### config.mk
export PLATFORM = sky130hd
export DESIGN_NAME = uart_tx_monitor
export DESIGN_NICKNAME = d
export VERILOG_FILES = /design/src/rtl/uart_tx_monitor.sv
export SDC_FILE = /design/constraint.sdc
export NUM_CORES = 1
export LEC_CHECK = 0
export BUFFER_PORTS_ARGS = -buffer_cell sky130_fd_sc_hd__buf_2
export CAP_MARGIN = 15
export CORE_UTILIZATION = 50
export DETAILED_ROUTE_END_ITERATION = 10
export GPL_TIMING_DRIVEN = 1
export HOLD_SLACK_MARGIN = 0.05
export PLACE_DENSITY = 0.69
export SLEW_MARGIN = 20
export SYNTH_ARGS = -nofsm -noshare
export SYNTH_HDL_FRONTEND = slang
export SYNTH_SLANG_ARGS = --single-unit
### constraint.sdc
create_clock -name clk -period 2.6 [get_ports clk]
set_clock_uncertainty 0.05 [all_clocks]
set_input_delay 0.13 -clock clk [delete_from_list [all_inputs] [get_ports clk]]
set_output_delay 0.13 -clock clk [all_outputs]
set_load 0.005 [all_outputs]
### src/rtl/uart_tx_monitor.sv
// uart_tx_monitor
//   Serial-line sink for a UART Tx pin. It deserialises 8N1 frames, or 8E1
//   frames when UART_MON_PARITY_EN is defined. Each good byte is presented
//   with a one-cycle strobe. A bad stop bit or a bad parity bit raises a
//   one-cycle error strobe. A good byte equal to HALT_BYTE sets a sticky
//   halt flag. Reception continues after halt.
//
//   Optional feature macro: UART_MON_PARITY_EN (even parity, 8E1 frames)
//
// Ports
//   clk         single clock, all state on the rising edge
//   rst_n       asynchronous active-low reset
//   rx          serial line, idle high, asynchronous to clk
//   byte_valid  1-cycle strobe, byte_data holds a good frame
//   byte_data   last good byte, held until the next good frame
//   frame_err   1-cycle strobe, stop or parity bit bad
//   halt        sticky, set by a good frame equal to HALT_BYTE
//   byte_count  number of good frames, wraps modulo 2^CNT_W
module uart_tx_monitor #(
  parameter int         CLKS_PER_BIT = 434,
  parameter logic [7:0] HALT_BYTE    = 8'h00,
  parameter int         CNT_W        = 32
) (
  input  logic             clk,
  input  logic             rst_n,
  input  logic             rx,
  output logic             byte_valid,
  output logic [7:0]       byte_data,
  output logic             frame_err,
  output logic             halt,
  output logic [CNT_W-1:0] byte_count
);

  localparam int              BC_W    = (CLKS_PER_BIT > 2) ? $clog2(CLKS_PER_BIT) : 1;
  localparam logic [BC_W-1:0] BC_FULL = BC_W'(CLKS_PER_BIT - 1);
  localparam logic [BC_W-1:0] BC_HALF = BC_W'(CLKS_PER_BIT / 2 - 1);

  typedef enum logic [2:0] {
    IDLE,
    START,
    DATA,
`ifdef UART_MON_PARITY_EN
    PARITY,
`endif
    STOP,
    BRK
  } state_t;

  state_t           state, state_n;
  logic             rx_p0, rx_p1;
  logic [BC_W-1:0]  bc, bc_n;
  logic [2:0]       idx, idx_n;
  logic [7:0]       shreg, shreg_n;
  logic             byte_valid_n, frame_err_n, halt_n;
  logic [7:0]       byte_data_n;
  logic [CNT_W-1:0] byte_count_n;
  logic             rs, tick, par_ok;

`ifdef UART_MON_PARITY_EN
  logic par, par_n;

  function automatic logic even_par(input logic [7:0] d);
    return ^d;
  endfunction

  assign par_ok = (par == even_par(shreg));
`else
  assign par_ok = 1'b1;
`endif

  // ---- p0/p1: two-flop synchroniser, preset to the idle-high line level ----
  assign rs   = rx_p1;
  assign tick = (bc == '0);

  always_ff @(posedge clk or negedge rst_n) begin
    if (!rst_n) begin
      rx_p0      <= 1'b1;
      rx_p1      <= 1'b1;
      state      <= IDLE;
      bc         <= '0;
      idx        <= '0;
      byte_valid <= 1'b0;
      byte_data  <= '0;
      frame_err  <= 1'b0;
      halt       <= 1'b0;
      byte_count <= '0;
    end else begin
      rx_p0      <= rx;
      rx_p1      <= rx_p0;
      state      <= state_n;
      bc         <= bc_n;
      idx        <= idx_n;
      byte_valid <= byte_valid_n;
      byte_data  <= byte_data_n;
      frame_err  <= frame_err_n;
      halt       <= halt_n;
      byte_count <= byte_count_n;
    end
  end

  // ---- frame datapath: shift register needs no reset ----
  always_ff @(posedge clk) begin
    shreg <= shreg_n;
`ifdef UART_MON_PARITY_EN
    par   <= par_n;
`endif
  end

  // ---- frame FSM: samples rs once per bit, at mid-bit ----
  always_comb begin
    state_n      = state;
    bc_n         = bc;
    idx_n        = idx;
    shreg_n      = shreg;
`ifdef UART_MON_PARITY_EN
    par_n        = par;
`endif
    byte_valid_n = 1'b0;
    frame_err_n  = 1'b0;
    byte_data_n  = byte_data;
    halt_n       = halt;
    byte_count_n = byte_count;

    if (state != IDLE && state != BRK)
      bc_n = tick ? BC_FULL : bc - BC_W'(1);

    case (state)
      IDLE: begin
        if (!rs) begin
          state_n = START;
          bc_n    = BC_HALF;
        end
      end
      START: begin
        if (tick) begin
          if (!rs) begin
            state_n = DATA;
            idx_n   = '0;
          end else begin
            state_n = IDLE;
          end
        end
      end
      DATA: begin
        if (tick) begin
          shreg_n = {rs, shreg[7:1]};
          if (idx == 3'd7) begin
`ifdef UART_MON_PARITY_EN
            state_n = PARITY;
`else
            state_n = STOP;
`endif
          end else begin
            idx_n = idx + 3'd1;
          end
        end
      end
`ifdef UART_MON_PARITY_EN
      PARITY: begin
        if (tick) begin
          par_n   = rs;
          state_n = STOP;
        end
      end
`endif
      STOP: begin
        if (tick) begin
          if (!rs) begin
            // Line still low: wait for it to return high before the next start.
            frame_err_n = 1'b1;
            state_n     = BRK;
          end else if (!par_ok) begin
            frame_err_n = 1'b1;
            state_n     = IDLE;
          end else begin
            byte_valid_n = 1'b1;
            byte_data_n  = shreg;
            byte_count_n = byte_count + CNT_W'(1);
            if (shreg == HALT_BYTE)
              halt_n = 1'b1;
            state_n = IDLE;
          end
        end
      end
      BRK: begin
        if (rs)
          state_n = IDLE;
      end
      default: state_n = IDLE;
    endcase
  end

endmodule

# --- After elaboration in Yosys (flattened, before gate mapping) ---
# Cells that the tools add are included.
totals:
  regBits: 68
  latch_bits: 0
  ram_bits: 0
  romBits: 0
  in_bits: 3
  word_cells: 63
  mem_count: 0
classes:
  addsub: 3
  mul: 0
  n_div: 0
  n_lt_le_gt_ge: 0
  n_eq_ne: 14
  shifts: 0
  muxes: 24
  bitwise: 0
  n_reduce_logical: 11
op_table:
  columns: ["cell", "n"]
  rows:
  - ["2-to-1 mux 9 bit", 4]
  - ["2-to-1 mux 3 bit", 11]
  - ["adder 32 x 1 -> 32 bit (second input constant)", 1]
  - ["inequality test 2 bit (second input constant)", 8]
  - ["one-hot mux 3 bit (5 select lines)", 1]
  - ["zero test 9 bit", 1]
  - ["subtractor 9 x 1 -> 9 bit (second input constant)", 1]
  - ["zero test 8 bit", 1]
  - ["== test 3 x 2 -> 1 bit (second input constant)", 2]
  - ["== test 3 bit (second input constant)", 2]
  - ["2-to-1 mux 1 bit", 6]
  - ["one-hot mux 3 bit (2 select lines)", 1]
  - ["AND reduction 6 bit", 1]
  - ["AND reduction 5 bit", 1]
  - ["AND reduction 4 bit", 1]
  - ["adder 3 x 1 -> 3 bit (second input constant)", 1]
  - ["== test 3 x 1 -> 1 bit (second input constant)", 1]
  - ["zero test 3 bit", 1]
  - ["inequality test 3 bit (second input constant)", 1]
  - ["AND reduction 3 bit", 1]
  - ["nonzero test 3 bit", 1]
  - ["2-to-1 mux 2 bit", 1]
  - ["AND reduction 2 bit", 1]
  - ["nonzero test 2 bit", 1]
  - ["logical AND 1 bit", 1]

# --- Logic depth before layout (Yosys ltp) ---
logic_depth:
  depth_word: 5
  mapped_depth: 8

# --- Worst setup path before layout ---
# OpenSTA, ideal clock, no wires.
synth_path:
  kind: "register to register"
  from: "register bc[0]"
  to: "register shreg[0] (enable)"
  setup_ns: 0.383
  arrival_time_ns: 1.733
  required_ns: 2.167
  path_slack_ns: 0.434
  path_stages_with_launch: 6
  period_less_slack_ns: 2.166
  path_cell_list: "dfrtp_1 > inv_1 > ha_1 > nor4b_4 > nand2_1 > nor3_1"
synth_between:
  elab_chain_len: 2
synth_rtl:
  columns: ["item", "line", "text"]
  rows:
  - ["from (decl)", "51", "logic [BC_W-1:0] bc, bc_n;"]
  - ["from (signal assigned)", "91", "bc <= bc_n;"]
  - ["zero test 9 bit", "73", "assign tick = (bc == '0);"]
  - ["AND reduction 2 bit (no source line)", null, null]
  - ["to (signal assigned)", "103", "shreg <= shreg_n;"]
  - ["to (decl)", "53", "logic [7:0] shreg, shreg_n;"]
# No other way between the ends.
# A chain may end at the register's enable or synchronous reset.

# --- Worst setup path after layout ---
layout_path:
  from: "register bc[0]"
  to: "register byte_count[25]"
layout_between:
  elab_chain_len: 2
layout_rtl:
  columns: ["item", "line", "text"]
  rows:
  - ["zero test 9 bit", "73", null]
  - ["AND reduction 3 bit (no source line)", null, null]
  - ["to (signal assigned)", "97", "byte_count <= byte_count_n;"]
  - ["to (decl)", "31", "output logic [CNT_W-1:0] byte_count"]
# No other way between the ends.

==> impl_metrics.tcl <==
set metrics [dict create \
    outcome "complete, no violations" \
    die_h_um 78.9 \
    vdd_drop_max_v 0.000419 \
    ys_ff_latch 68 \
    synth.distinct_cells 39 \
    grt-ovfl-total 0 \
    cp_data_arrival_time_ps 2440 \
    ctsResizeCount 0 \
    met2WireLength_mm 2.55 \
    nFillCells 484 \
    final_nets 328 \
    r2r_end "byte_count[25]$_DFFE_PN0P_" \
    gp_congestion 0.831 \
    yosys_warnings 0 \
    synth_ff_type "dfrtp_1" \
    worst_pin_slew_ps 535 \
    cts_tree "yes" \
    cts.sinks 68 \
    finalSetupTns_ps 0 \
    row_count 27 \
    setup_violations 0 \
    crit_fanout 7 \
    rr_worst_depth 7 \
    hp-class "primary input to async pin" \
    stdcell_count 398 \
    grt_pass1_wl_mm 9.56 \
    grt_pass1_vias 2059 \
    die_w_um 78.9 \
    drtPass1Iterations 4 \
    maxCapViolCount 0 \
    synthesis.nets 273 \
    drc 0 \
    grt_antenna_before_repair 0 \
    critPathLaunchType "flop" \
    period_needed_ps 2250 \
    clk_path_buf_depth 2 \
    start_util_pct 52.7 \
    netlist_top_cells_area "dfrtp_1 49%, edfxtp_1 8.1%, xnor2_1 7.1%" \
    antennaDiodeCount 0 \
    wl_met3_um 248 \
    yosysTopAreaCellShare_pct 49.1 \
    core_area_sq_um 5610 \
    async_reset_ff_share_pct 88.2 \
    top_layer "met4" \
    slew_headroom_pct 64.0 \
    holdBufCountCts 2 \
    io_buffer_count 45 \
    leakagePower_nw 1.76 \
    r2r_slack_ps 350 \
    crit_type "flop to flop" \
    ioPinCount 46 \
    viasPerCell 5.38 \
    postCtsSetupRepairBufs 0 \
    drt_iter0_drc 96 \
    postRouteAntennaNets 0 \
    grt.total_usage_pct 20.3 \
    pwr_density_cell_nw_per_um2 559 \
    synthCells 266 \
    reg2reg_from "bc[0]$_DFF_PN0_" \
    drt-total-wl_mm 5.64 \
    wl_per_cell_um 14.2 \
    dieArea_sq_um 6230 \
    finalCritPeriodShare_pct 86.6 \
    synth.avg_cell_area_sq_um 11.1 \
    drive_gt1_share_pct 22.4 \
    hold_violations 0 \
    root_buffer "clkbuf_8" \
    insertion_delay_ps 350 \
    synth_area_sq_um 2960 \
    critPathCaptureType "flop" \
    hpwl_mm 3.96 \
    rsz0062_at_grt "no" \
    clkTransAtPathRegs_ps 70 \
    wirelength_met1_mm 2.68 \
    synth_edf_count 8 \
    area.growth.synth_to_final_pct 17.5 \
    synth_top_area_cell "dfrtp_1" \
    synth.most_common_cell "dfrtp_1" \
    max_clock_freq_ghz 0.444 \
    grt_max_degree 22 \
    synth_seq_area_share_pct 59.0 \
    cts_buffers 9 \
    vias 2142 \
    htree_levels 3 \
    cp.required_ps 2790 \
    synth_common_cells "58 x dfrtp_1, 53 x nand2_1, 24 x xnor2_1" \
    dp_cells 380 \
    finalMaxSlewViolations 0 \
]
## metrics by stage
step                utilization (%)  setup slack [ps]  hold WS, ps  area, sq um  power [W]
floorplan                         -               434         -216         2960    0.00110
global placement               58.3               410         58.4         3270    0.00112
detailed placement             58.3               347         59.6         3270    0.00112
CTS                            62.0               338          225         3480    0.00196
global route                   62.0               190          263         3480    0.00201
finish                         62.0               347          215         3480    0.00194
## placed cells by master, fill, tap and decap left out, types with 3 or more instances in the layout
master | synthesis | routed
nor2_1 | 21 | 21
nand2_1 | 53 | 53
ha_1 | 4 | 4
and4_1 | 5 | 5
nor3_1 | 7 | 7
xnor2_1 | 24 | 24
edfxtp_1 | 8 | 8
nor4_1 | 8 | 8
clkbuf_8 | 0 | 10
inv_1 | 4 | 4
xor2_1 | 11 | 11
buf_2 | 1 | 45
o21ai_0 | 5 | 5
buf_4 | 0 | 4
clkbuf_1 | 4 | 4
nand4_1 | 7 | 7
dfrtp_1 | 58 | 58
nand3_1 | 13 | 13
and3_1 | 3 | 3
## cell families (layout without fill, tap and decap cells)
kind of cell | count (synthesis) | count (layout) | share of synthesized area (%)
AO/OA/AOI/OAI | 17 | 17 | 3.85
XOR/XNOR | 35 | 35 | 10.4
adder cells (fa/ha/maj) | 4 | 4 | 1.69
buffers and inverters | 11 | 71 | 1.69
flip-flops | 68 | 68 | 59.0
multiplexers | 1 | 1 | 0.338
AND/OR/NAND/NOR | 130 | 130 | 23.1
## sequential cells by signal, summed over array words and instances, names as in the netlist
name        flops
byte_count     32
rx_p0           1
bc              9
frame_err       1
shreg           8
state           3
rs              1
byte_data       8
halt            1
idx             3
byte_valid      1
## power by group
part / switching, W / total (W) / internal, W
registers: 0.00000182 / 0.00108 / 0.00108
logic: 0.0000194 / 0.0000249 / 0.00000543
clock network: 0.000371 / 0.000840 / 0.000470
## layer usage
layer | vias up | GRT usage (%)
met5 | - | 0
met4 | 0 | 11.8
met3 | 16 | 3.91
met2 | 55 | 29.7
met1 | 1034 | 28.2
li1 | 1037 | -
## cell type report
| class | instances | area, sq um | share of cell area, % |
|---|---|---|---|
| clock buffer | 14 | 153 | 4.39 |
| clock inverter | 2 | 35.0 | 1.01 |
| inverter | 4 | 15.0 | 0.432 |
| multi-input combinational | 187 | 1160 | 33.5 |
| sequential | 68 | 1740 | 50.2 |
| tap | 72 | 90.1 | 2.59 |
| timing repair buffer | 51 | 275 | 7.92 |
## worst max path at each step
stage / from / slack (ps) / depth (start not counted) / endpoint
3_5_place_dp: bc[0]$_DFF_PN0_ / 350 / 7 / byte_count[25]$_DFFE_PN0P_
5_1_grt: bc[0]$_DFF_PN0_ / 190 / 7 / byte_count[25]$_DFFE_PN0P_
4_1_cts: bc[0]$_DFF_PN0_ / 340 / 7 / byte_count[25]$_DFFE_PN0P_
6_report: bc[0]$_DFF_PN0_ / 350 / 7 / byte_count[25]$_DFFE_PN0P_
2_1_floorplan: bc[0]$_DFF_PN0_ / 430 / 5 / shreg[0]$_DFFE_PP_
3_3_place_gp: bc[0]$_DFF_PN0_ / 410 / 7 / byte_count[25]$_DFFE_PN0P_
## worst max-delay path: stages, from the launching register on
cell and delay (ps):
dfrtp_1 400, inv_1 70, ha_1 180, nor4b_4 330
nand4_4 190, or4_4 620, nand2b_1 190, xnor2_1 120
Power figures use the tool's default switching activity.
